==> config.mk <==
export PLATFORM = sky130hd
export DESIGN_NAME = echo_mixer_flat
export DESIGN_NICKNAME = d
export VERILOG_FILES = /design/src/rtl/echo_mixer_pkg.sv /design/src/rtl/echo_mixer_if.sv /design/src/rtl/echo_chan_scale_sat.sv /design/src/rtl/echo_mixer.sv /design/src/flat_wrapper.sv
export SDC_FILE = /design/constraint.sdc
export NUM_CORES = 1
export LEC_CHECK = 0
export CORE_MARGIN = 4
export CORE_UTILIZATION = 30
export DETAILED_ROUTE_END_ITERATION = 6
export DONT_BUFFER_PORTS = 1
export PLACE_DENSITY = 0.51
export SETUP_SLACK_MARGIN = 0.15
export SYNTH_ARGS = -nofsm -noshare
export SYNTH_HDL_FRONTEND = slang
export SYNTH_HIERARCHICAL = 1
export SYNTH_SLANG_ARGS = --single-unit
==> constraint.sdc <==
create_clock -name clk -period 5.6 [get_ports clk]
set_input_delay 0.28 -clock clk [delete_from_list [all_inputs] [get_ports clk]]
set_output_delay 0.28 -clock clk [all_outputs]
set_load 0.005 [all_outputs]
==> src/rtl/echo_mixer_pkg.sv <==
// Shared echo constants and the stereo sample type, common to the delay line and the mixer.
// ECHO_MIXER_CLIP_CNT_EN also adds the clip counter width.
package echo_mixer_pkg;

    localparam int unsigned SAMPLE_W = 16;
    localparam int unsigned WORD_W   = 2 * SAMPLE_W;
    localparam int unsigned GAIN_W   = 8;

    // Channel slices within a stereo word
    localparam int unsigned L_HI = WORD_W - 1;
    localparam int unsigned L_LO = SAMPLE_W;
    localparam int unsigned R_HI = SAMPLE_W - 1;
    localparam int unsigned R_LO = 0;

    localparam logic [SAMPLE_W-1:0] SAT_MAX = 16'h7FFF;
    localparam logic [SAMPLE_W-1:0] SAT_MIN = 16'h8000;

`ifdef ECHO_MIXER_CLIP_CNT_EN
    localparam int unsigned CLIP_CNT_W = 16;
`endif

    typedef struct packed {
        logic signed [SAMPLE_W-1:0] l;
        logic signed [SAMPLE_W-1:0] r;
    } stereo_t;

endpackage

==> src/rtl/echo_mixer_if.sv <==
// Input and output sample streams of the echo mixer; slave is the mixer side.
interface echo_mixer_if;
    import echo_mixer_pkg::*;

    logic              s_valid;
    logic              s_ready;
    stereo_t           dry;
    stereo_t           wet;
    logic [GAIN_W-1:0] gain;
    logic              mix_en;
    logic              m_valid;
    logic              m_ready;
    stereo_t           out;
    logic              clip;

    modport master (
        output s_valid, dry, wet, gain, mix_en, m_ready,
        input  s_ready, m_valid, out, clip
    );

    modport slave (
        input  s_valid, dry, wet, gain, mix_en, m_ready,
        output s_ready, m_valid, out, clip
    );

endinterface

==> src/rtl/echo_chan_scale_sat.sv <==
// One channel of the mixer: wet scaling (registered as stage 2), then dry + wet with saturation.
module echo_chan_scale_sat
    import echo_mixer_pkg::*;
(
    input  logic                       clk,
    input  logic                       reset_n,
    input  logic                       en_i,
    input  logic signed [SAMPLE_W-1:0] dry_i,
    input  logic signed [SAMPLE_W-1:0] wet_i,
    input  logic        [GAIN_W-1:0]   gain_i,
    input  logic                       mix_en_i,
    output logic signed [SAMPLE_W-1:0] res_o_c,
    output logic                       sat_o_c
);

    localparam int unsigned PROD_W = SAMPLE_W + GAIN_W + 1;
    localparam int unsigned W_W    = SAMPLE_W + 1;
    localparam int unsigned SUM_W  = SAMPLE_W + 2;

    localparam logic signed [SUM_W-1:0] MAX_S = SUM_W'($signed(SAT_MAX));
    localparam logic signed [SUM_W-1:0] MIN_S = SUM_W'($signed(SAT_MIN));

    logic signed [PROD_W-1:0]   prod_c;
    logic signed [W_W-1:0]      w_d;
    logic signed [W_W-1:0]      w_q;
    logic signed [SAMPLE_W-1:0] dry_q;
    logic signed [SUM_W-1:0]    sum_c;

    // Gain is unsigned, so it gets a zero sign bit; >>> floors toward minus infinity
    always_comb begin
        prod_c = PROD_W'(wet_i) * PROD_W'($signed({1'b0, gain_i}));
        w_d    = mix_en_i ? W_W'(prod_c >>> GAIN_W) : '0;
    end

    always_ff @(posedge clk or negedge reset_n) begin
        if (!reset_n) begin
            w_q   <= '0;
            dry_q <= '0;
        end else if (en_i) begin
            w_q   <= w_d;
            dry_q <= dry_i;
        end
    end

    always_comb begin
        sum_c   = SUM_W'(dry_q) + SUM_W'(w_q);
        res_o_c = sum_c[SAMPLE_W-1:0];
        sat_o_c = 1'b0;
        if (sum_c > MAX_S) begin
            res_o_c = SAT_MAX;
            sat_o_c = 1'b1;
        end else if (sum_c < MIN_S) begin
            res_o_c = SAT_MIN;
            sat_o_c = 1'b1;
        end
    end

endmodule

==> src/rtl/echo_mixer.sv <==
// Echo mixer: 3-stage dry + gain*wet pipeline with global stall and per-channel saturation.
// Define ECHO_MIXER_CLIP_CNT_EN to add the clip_clr input and clip_count output.
module echo_mixer
    import echo_mixer_pkg::*;
(
    input  logic                  clk,
    input  logic                  reset_n,
`ifdef ECHO_MIXER_CLIP_CNT_EN
    input  logic                  clip_clr,
    output logic [CLIP_CNT_W-1:0] clip_count,
`endif
    echo_mixer_if.slave           bus
);

    logic              adv_c;
    logic              v1_q;
    logic              v2_q;
    logic              m_valid_q;
    stereo_t           dry1_q;
    stereo_t           wet1_q;
    logic [GAIN_W-1:0] gain1_q;
    logic              mix1_q;
    stereo_t           out_q;
    logic              clip_q;
    logic signed [SAMPLE_W-1:0] res_l_c;
    logic signed [SAMPLE_W-1:0] res_r_c;
    logic              sat_l_c;
    logic              sat_r_c;

    // The whole pipeline advances together whenever the output slot is free or draining
    assign adv_c       = !m_valid_q || bus.m_ready;
    assign bus.s_ready = adv_c && reset_n;
    assign bus.m_valid = m_valid_q;
    assign bus.out     = out_q;
    assign bus.clip    = clip_q;

    always_ff @(posedge clk or negedge reset_n) begin
        if (!reset_n) begin
            v1_q    <= 1'b0;
            dry1_q  <= '0;
            wet1_q  <= '0;
            gain1_q <= '0;
            mix1_q  <= 1'b0;
            v2_q    <= 1'b0;
        end else if (adv_c) begin
            v1_q    <= bus.s_valid;
            dry1_q  <= bus.dry;
            wet1_q  <= bus.wet;
            gain1_q <= bus.gain;
            mix1_q  <= bus.mix_en;
            v2_q    <= v1_q;
        end
    end

    echo_chan_scale_sat u_chan_l (
        .clk      (clk),
        .reset_n  (reset_n),
        .en_i     (adv_c),
        .dry_i    (dry1_q.l),
        .wet_i    (wet1_q.l),
        .gain_i   (gain1_q),
        .mix_en_i (mix1_q),
        .res_o_c  (res_l_c),
        .sat_o_c  (sat_l_c)
    );

    echo_chan_scale_sat u_chan_r (
        .clk      (clk),
        .reset_n  (reset_n),
        .en_i     (adv_c),
        .dry_i    (dry1_q.r),
        .wet_i    (wet1_q.r),
        .gain_i   (gain1_q),
        .mix_en_i (mix1_q),
        .res_o_c  (res_r_c),
        .sat_o_c  (sat_r_c)
    );

    // Output stage only loads on a valid sample so out/clip hold through bubbles and stalls
    always_ff @(posedge clk or negedge reset_n) begin
        if (!reset_n) begin
            m_valid_q <= 1'b0;
            out_q     <= '0;
            clip_q    <= 1'b0;
        end else if (adv_c) begin
            m_valid_q <= v2_q;
            if (v2_q) begin
                out_q[L_HI:L_LO] <= res_l_c;
                out_q[R_HI:R_LO] <= res_r_c;
                clip_q           <= sat_l_c || sat_r_c;
            end
        end
    end

`ifdef ECHO_MIXER_CLIP_CNT_EN
    logic [CLIP_CNT_W-1:0] clip_cnt_q;

    always_ff @(posedge clk or negedge reset_n) begin
        if (!reset_n) begin
            clip_cnt_q <= '0;
        end else if (clip_clr) begin
            clip_cnt_q <= '0;
        end else if (m_valid_q && bus.m_ready && clip_q && (clip_cnt_q != '1)) begin
            clip_cnt_q <= clip_cnt_q + CLIP_CNT_W'(1);
        end
    end

    assign clip_count = clip_cnt_q;
`endif

endmodule

==> src/flat_wrapper.sv <==
// flat-port wrapper written by rule: the top's interface ports become plain ports
module echo_mixer_flat import echo_mixer_pkg::*;
  (clk, reset_n, bus_s_valid, bus_dry, bus_wet, bus_gain, bus_mix_en, bus_m_ready, bus_s_ready, bus_m_valid, bus_out, bus_clip);
  echo_mixer_if bus_i ();
  input  logic clk;
  input  logic reset_n;
  input wire logic [$bits(bus_i.s_valid)-1:0] bus_s_valid;
  input wire logic [$bits(bus_i.dry)-1:0] bus_dry;
  input wire logic [$bits(bus_i.wet)-1:0] bus_wet;
  input wire logic [$bits(bus_i.gain)-1:0] bus_gain;
  input wire logic [$bits(bus_i.mix_en)-1:0] bus_mix_en;
  input wire logic [$bits(bus_i.m_ready)-1:0] bus_m_ready;
  output wire logic [$bits(bus_i.s_ready)-1:0] bus_s_ready;
  output wire logic [$bits(bus_i.m_valid)-1:0] bus_m_valid;
  output wire logic [$bits(bus_i.out)-1:0] bus_out;
  output wire logic [$bits(bus_i.clip)-1:0] bus_clip;
  assign bus_i.s_valid = bus_s_valid;
  assign bus_i.dry = bus_dry;
  assign bus_i.wet = bus_wet;
  assign bus_i.gain = bus_gain;
  assign bus_i.mix_en = bus_mix_en;
  assign bus_i.m_ready = bus_m_ready;
  assign bus_s_ready = bus_i.s_ready;
  assign bus_m_valid = bus_i.m_valid;
  assign bus_out = bus_i.out;
  assign bus_clip = bus_i.clip;
  echo_mixer u_core (.clk(clk), .reset_n(reset_n), .bus(bus_i));
endmodule
; After elaboration in Yosys (flattened, before gate mapping)
; Index checks and enable logic that the tools add are counted.
[op_classes]
reduce_logical = 5
mul = 2
magnitude_cmp = 4
n_addsub = 2
n_mux = 10
[ops]
columns = operator, count
row1 = 2-to-1 mux 16 bit, 4
row2 = multiplier 16 x 9 -> 25 bit, 2
row3 = adder 16 x 17 -> 18 bit, 2
row4 = > comparator 18 x 16 -> 1 bit (second input constant), 2
row5 = less-than comparator 18 x 16 -> 1 bit (second input constant), 2
row6 = 2-to-1 mux 17 bit, 2
row7 = 2-to-1 mux 1 bit, 4
row8 = logical OR 1 bit, 2
row9 = AND reduction 2 bit, 1
row10 = logical AND 1 bit, 1
row11 = zero test 1 bit, 1
[totals]
elab_cells = 39
ff_bits = 175
input_bits = 77

; Depth between registers and ports, before layout
; Gate-level depths: netlist of run 1.
[logic_depth]
ltp_word = 5
mapped_depth = 19
depth_no_buf = 18

; Hierarchy
; Netlist of run 1, hierarchy kept.
[modules_own_cells]
columns = module, cells_each, seq_area_each_um2, area_per_inst_um2, n_inst
row1 = echo_chan_scale_sat at u_core.u_chan_r, 750, 825.8, 6816.5, 1
row2 = echo_chan_scale_sat at u_core.u_chan_l, 753, 825.8, 6673.9, 1
row3 = echo_mixer, 235, 2727.6, 4265.3, 1

; Least setup slack after synthesis of run 1
; Ideal clock, no wire load.
[synth_timing]
path_type = register -> register
start = register u_core.gain1_q[2]
end = register u_core.u_chan_l.w_q[12]
slack_ns = 0.736
t_arrival_ns = 4.796
n_path_buf = 1
period_less_slack_ns = 4.864
stages_incl_launch_ff = 18
path_cell_list = dfrtp_1 -> clkbuf_1 -> nand2_1 -> fa_1 -> inv_1 -> fa_1 -> inv_1 -> fa_1 -> inv_1 -> fa_1 -> ha_1 -> nand2_1 -> or4_4 -> a211oi_2 -> or2_1 -> a21oi_2 -> or4_1 -> nand3_1
[synth_between]
elab_chain_len = 2
[synth_lines]
columns = item, line
row1 = "start, declared", echo_mixer.sv:21  ; logic [GAIN_W-1:0] gain1_q;
row2 = "start signal, assigned", echo_mixer.sv:49  ; gain1_q <= bus.gain;
row3 = multiplier 16 x 9 -> 25 bit, echo_chan_scale_sat.sv:31  ; prod_c = PROD_W'(wet_i) * PROD_W'($signed({1'b0, gain_i}));
row4 = 2-to-1 mux 17 bit, echo_chan_scale_sat.sv:32  ; w_d = mix_en_i ? W_W'(prod_c >>> GAIN_W) : '0;
row5 = "end signal, assigned", echo_chan_scale_sat.sv:40  ; w_q <= w_d;
row6 = "end, declared", echo_chan_scale_sat.sv:25  ; logic signed [W_W-1:0] w_q;
; No other way between the ends.
; A chain may end at the register's enable or synchronous reset.

; Worst setup path after layout of run 1
[layout_timing]
start = register u_core.gain1_q[2]
end = register u_core.u_chan_r.w_q[15]
[layout_between]
elab_chain_len = 2
[layout_lines]
columns = item, line
row1 = multiplier 16 x 9 -> 25 bit, echo_chan_scale_sat.sv:31
row2 = 2-to-1 mux 17 bit, echo_chan_scale_sat.sv:32
row3 = "end signal, assigned", echo_chan_scale_sat.sv:40
row4 = "end, declared", echo_chan_scale_sat.sv:25
; No other way between the ends.

==> metrics.cfg, run 1 <==
[run_status]
outcome=complete, no violations

[synthesis]
synth.ff_latch_count=175
synthArstFlopShare_pct=100
synth_nets=2145
yosysUniqueCellTypes=79
yosysSeqAreaShare_pct=24.7
syn_area_um2=17800
syn_area_per_cell_um2=10.2
yosys_warnings=6
netlist_instances=1738
synth-edff-count=0
synth_ff_type=dfrtp_1

[cts]
post_cts_buffers=0
clock-sinks=175
cts.clk_slew.worst_paths_ns=0.08
cts_buffers=17
cts_tree=built
htreeDepth=4
cts_resized=0
hold_buffers=76
clk_latency_ns=0.49
cts_root_buf=clkbuf_16
clockBufferDepth=2

[timing]
finalSetupViolations=0
slew_violations=0
slew_headroom_pct=35.5
layout_min_cycle_time_ns=5.05
fin_ws_ns=0.548
fmax_mhz=198
setup-tns-final_ns=0
worst_pin_slew_ns=0.967
post-route-period-util_pct=90.2
rsz0062_at_grt=false
skew_ns=0.0216
hold_viol=0

[place]
hpwl_mm=32.9
post-place-ws_ns=0.552
port_buffers=0
placed_cells=2469
gp_congestion=0.852

[worst_setup_path]
cp_slowest_cell=dfrtp_1
r2r_cells=17
crit_fanout=20
cp_data_required_time_ns=5.96
criticalPathCategory=register to register
rrSetupSlack_ns=0.55
reg2reg_to=u_core/u_chan_r/w_q[15]
worstSetupEndpointType=register
worstPathArrival_ns=5.41
worstSetupStartpointType=register
cpMostUsedCell=fa_1
worstReg2RegStart=u_core/gain1_q[2]
cp_cell_sequence=buf_4 -> nand2_1 -> fa_1 -> inv_1 -> fa_1 -> fa_1 -> inv_1 -> fa_1 -> inv_1 -> ha_1 -> a21o_1 -> a311o_1 -> nand3_1 -> a21oi_1 -> o41ai_2 -> xor2_1 -> o2bb2ai_1
slowest_delay_ns=0.62

[floorplan]
core_region_area_um2=58100
die_area_um2=63100
fp-row-count=88
ios=112
start_util_pct=30.5
fp.dieH_um=251
fp.dieW_um=251

[final_layout]
layout.cells.non_filler=2577
layout-drive-gt1-share_pct=12.1
area_delta_synth_final_pct=12.1
final_nets=2206
antenna_cells=0
utilization_pct=34.2

[global_route]
grt_pass1_wl_mm=70.4
track_usage_pct=13.8
antenna_found_initial=0
grt_pass1_vias=12717
grt-ovfl-total=0
grt_max_degree=176

[route]
drt-pass1-iter-count=5
drt-initial-drc-count=658
antenna_left=0
wl_met1_mm=21.9
num_vias=11940
drc_errors=0
viasPerCell=4.63
wirelength_mm=42.2
route.met2.wl_mm=18.0
routed.top_layer=met4
wire_per_inst_um=16.4
wl_met3_mm=1.82

[flow_run]
maxCapViolCount=0

[hold_path]
hp-class=input pin to asynchronous set/reset pin

[logic make-up (layout without fill, tap and decap cells)]
group	count (synthesis)	in the layout	synth area share [%]
AO/OA/AOI/OAI	267	267	10.4
XOR/XNOR	62	62	3.16
flip-flops	175	175	24.7
AND/OR/NAND/NOR	416	416	12.2
buffers and inverters	347	421	8.08
adder cells (fa/ha/maj)	330	330	31.9
multiplexers	141	141	9.63
[worst max-delay path by stage]
stage / from / to / slack, ns / depth (start not counted)
after floorplan: u_core/gain1_q[2] / u_core/u_chan_l/w_q[12] / 0.74 / 17
after global placement: u_core/gain1_q[2] / u_core/u_chan_r/w_q[15] / 0.64 / 17
after detailed placement: u_core/gain1_q[2] / u_core/u_chan_r/w_q[15] / 0.55 / 17
after CTS: u_core/gain1_q[2] / u_core/u_chan_r/w_q[15] / 0.53 / 17
after global routing: u_core/gain1_q[2] / u_core/u_chan_r/w_q[16] / 0.24 / 16
final: u_core/gain1_q[2] / u_core/u_chan_r/w_q[15] / 0.55 / 17
[per-layer routing]
layer  vias up  GRT usage, %
met4         0          3.00
met2       194          20.4
met3        19          3.17
li1       5800             -
met5         -             0
met1      5927          20.7
[state kept, by name, summed over array words and instances (netlist names), 8 cells and up]
signal and cells:
u_core/wet1_q 32, u_core/dry1_q 32, u_core/gain1_q 8, u_core/u_chan_l/dry_q 16, u_core/bus.out 32, u_core/u_chan_r/w_q 17
u_core/u_chan_r/dry_q 16, u_core/u_chan_l/w_q 17
[synth_stat cells, drive strengths merged (32+ instances only)]
| cell | number | area (um2) |
|---|---|---|
| mux2 | 139 | 1680 |
| a21oi | 87 | 477 |
| clkbuf | 32 | 121 |
| o21ai | 49 | 272 |
| dfrtp | 175 | 4380 |
| nand2 | 153 | 593 |
| and2 | 150 | 940 |
| inv | 298 | 1120 |
| xnor2 | 40 | 350 |
| fa | 204 | 4080 |
| ha | 126 | 1580 |
[placed cells by master (no fill, tap or decap), types with 30 or more instances in the layout]
cell type        n
a21oi_1         82
and2_1         149
dfrtp_1        175
dlygate4sd3_1   75
fa_1           204
ha_1           126
inv_1          298
mux2_2         109
mux2_4          30
nand2_1        151
o21ai_0         42
xnor2_1         40
[metrics by stage]
step / area, um2 / hold slack, ns
after floorplan: 17800 / -0.0156
after global placement: 18500 / -0.00848
after detailed placement: 18500 / -0.00776
after CTS: 19900 / 0.415
after global routing: 19900 / 0.436
final: 19900 / 0.441
[layout make-up]
class	count	area, um2
tap	765	957
inverter	298	1120
timing repair buffer	91	916
fill	5947	38200
clock inverter	14	150
multi-input combinational	1216	11900
sequential	175	4380
clock buffer	18	439
[critical path: cells and delay by family (launching register included)]
kind,cells,cell delay (ns)
buf+inv,4,0.47
fa+ha+maj,5,2.28
compound gates,5,1.14
xor+xnor,1,0.18
flops,1,0.62
simple gates,2,0.23
Power of run 1 is left out: the tool's default activity adds up to more than one toggle a clock period on the data nets, which glitch-free logic cannot reach.
==> run 2: changes to the inputs <==
--- a/config.mk
+++ b/config.mk
@@ -13,5 +13,4 @@
 export SETUP_SLACK_MARGIN = 0.15
 export SYNTH_ARGS = -nofsm -noshare
 export SYNTH_HDL_FRONTEND = slang
-export SYNTH_HIERARCHICAL = 1
 export SYNTH_SLANG_ARGS = --single-unit
==> metrics.cfg, run 2 <==
[worst_setup_path]
worstSetupEndpointType=register
slowest_delay_ns=0.51  ; -0.11 ns
worstPathArrival_ns=5.53  ; +0.12 ns
crit_fanout=19  ; -5.0%
cp_cell_sequence=buf_12 -> and2_1 -> fa_1 -> fa_1 -> fa_1 -> inv_1 -> fa_1 -> inv_1 -> ha_1 -> a21o_1 -> a21o_1 -> a2111oi_1 -> o31ai_1 -> a41o_1 -> o41ai_4 -> o21bai_1 -> xnor2_1 -> o21ai_1
cp_data_required_time_ns=5.93  ; -0.03 ns
criticalPathCategory=register to register
cpMostUsedCell=fa_1
cp_slowest_cell=a2111oi_1
critPathTopFamily=adder cells
worstSetupStartpointType=register
cp_num_buf_inv=3  ; -1

[cts]
cts_tree=built
clock-sinks=175  ; unchanged
cts.clk_slew.worst_paths_ns=0.08  ; about the same
clk_latency_ns=0.47  ; -0.02 ns
cts_root_buf=clkbuf_16
htreeDepth=4  ; unchanged
cts_buffers=17  ; unchanged
clockBufferDepth=2  ; unchanged

[synthesis]
synth-edff-count=0  ; unchanged
netlist_instances=1939  ; +12%
post-synth-top-area-cell=dfrtp_1
synth_compound_area_share_pct=8.27  ; -2.1 points
synth_top_area_share_pct=26.0  ; +1.4 points
synth_xor_area_share_pct=3.33  ; +0.17 points
synth_top_family_by_area=adder cells
synthTopCellsByCount=531 x nand2_1, 276 x inv_1, 204 x fa_1, 175 x dfrtp_1, 142 x and2_1
yosysUniqueCellTypes=62  ; -22%
syn_area_um2=16800  ; -5.2%
synth-simple-area-share_pct=20.7  ; +8.6 points
yosys_warnings=0  ; -6
synth_nets=2346  ; +9.4%
yosysSeqAreaShare_pct=26.0  ; +1.4 points
syn_area_per_cell_um2=8.68  ; -15%
synth.ff_latch_count=175  ; unchanged
synth_ff_type=dfrtp_1
synthTopCellsByArea=dfrtp_1 26%, fa_1 24%, nand2_1 12%, ha_1 9.4%, inv_1 6.2%
synth_most_common_cell=nand2_1
synthArstFlopShare_pct=100  ; unchanged
synth_fa_ha_area_share_pct=33.6  ; +1.7 points
synthMuxAreaShare_pct=0  ; -9.6 points

[floorplan]
fp.dieH_um=245  ; -2.5%
fp.dieW_um=245  ; -2.5%
ios=112  ; unchanged
start_util_pct=30.4  ; -0.11 points
die_area_um2=60000  ; -5.0%
fp-row-count=86  ; -2.3%
core_region_area_um2=55300  ; -4.9%

[global_route]
grt_pass1_vias=13607  ; +7.0%
antenna_found_initial=1  ; +1
track_usage_pct=14.7  ; +0.89 points
grt-ovfl-total=0  ; unchanged
grt_pass1_wl_mm=70.6  ; +0.30%
grt_max_degree=176  ; unchanged

[route]
viasPerCell=4.52  ; -2.4%
num_vias=12458  ; +4.3%
wire_per_inst_um=15.2  ; -7.1%
drc_errors=0  ; unchanged
drt-initial-drc-count=480  ; -27%
wirelength_mm=41.9  ; -0.64%
drt-pass1-iter-count=5  ; unchanged
antenna_left=0  ; unchanged

[timing]
worst_pin_slew_ns=0.974  ; +0.00708 ns
layout_min_cycle_time_ns=5.20  ; +0.153 ns
hold_viol=0  ; unchanged
worst_hold_slack_ns=0.0199  ; -0.421 ns
slew_violations=0  ; unchanged
setup-tns-final_ns=0  ; unchanged
rsz0062_at_grt=true
slew_headroom_pct=34.9  ; -0.63 points
post-route-period-util_pct=92.9  ; +2.7 points
finalSetupViolations=0  ; unchanged
skew_ns=0.0132  ; -0.00837 ns
fmax_mhz=192  ; -2.9%

[place]
hpwl_mm=32.6  ; -0.69%
gp_congestion=0.847  ; -0.60%
port_buffers=0  ; unchanged

[hold_path]
hp-class=input pin to register

[final_layout]
final_common_cell=nand2_1
layout_common_cells=531 x nand2_1, 276 x inv_1, 204 x fa_1
utilization_pct=34.8  ; +0.59 points
final_nets=2401  ; +8.8%
nFillCells=5747  ; -3.4%
area_delta_synth_final_pct=14.4
layout-drive-gt1-share_pct=5.13  ; -7.0 points

[run_status]
outcome=complete, no violations

[flow_run]
maxCapViolCount=0  ; unchanged

[run 2: layout make-up]
type | count | area [um2] | share of cell area, %
multi-input combinational | 1408 | 11100 | 57.9
clock buffer | 17 | 425 | 2.21
inverter | 276 | 1040 | 5.38
antenna | 1 | 2.50 | 0.0130
clock inverter | 15 | 194 | 1.01
timing repair buffer | 116 | 1130 | 5.85
tap | 748 | 936 | 4.86
sequential | 175 | 4390 | 22.8
[run 2: timing repair]
item,4_1_cts,5_1_grt
resized for setup,2,13
endpoints found under the hold margin,247,0
setup buffers,0,1
endpoints found under the setup margin,3,11
hold buffers,74,0
[run 2: per-stage QoR]
| stage | std cells | instance area, um2 | setup slack, ns |
|---|---|---|---|
| 2_1_floorplan | 1939 | 16800 | 0.283 |
| 3_3_place_gp | 2648 | 17800 | 0.119 |
| 3_5_place_dp | 2648 | 17800 | 0.0358 |
| 4_1_cts | 2754 | 19200 | 0.208 |
| 5_1_grt | 2755 | 19300 | 0.102 |
| 6_report | 2756 | 19300 | 0.395 |
[run 2: final timing paths]
path | from | depth (start not counted) | to | slack, ns
max | u_core.gain1_q[4] | 18 | u_core.u_chan_r.w_q[16] | 0.40
min | bus_wet[13] | 2 | u_core.wet1_q[13] | 0.02
max reg2reg | u_core.gain1_q[4] | 18 | u_core.u_chan_r.w_q[16] | 0.40
min reg2reg | u_core.dry1_q[3] | 2 | u_core.dry1_q[3] | 0.47
max in group asynchronous | reset_n | 2 | u_core.u_chan_l.w_q[2] | 4.28
min in group asynchronous | reset_n | 2 | u_core.u_chan_r.dry_q[14] | 0.55
[run 2: cell families (layout without fill, tap and decap cells)]
kind of cell | Yosys count | in the layout
and+or+nand+nor | 791 | 791
buffers and inverters | 356 | 424
adders and majority gates | 330 | 330
AOI/OAI and AO/OA | 223 | 223
DFF | 175 | 175
xor gates and xnor gates | 64 | 64
other | 0 | 1
[run 2: routing by layer]
layer	track usage, %	part of all wire (%)	vias up	routed length [um]
met4	5.54	3.0	0	1270
met1	17.8	44	6171	18400
li1	-	-	6105	-
met5	0	0	-	0
met2	26.5	51	123	21300
met3	2.14	2.2	59	926
Power of run 2 is left out for the same reason.
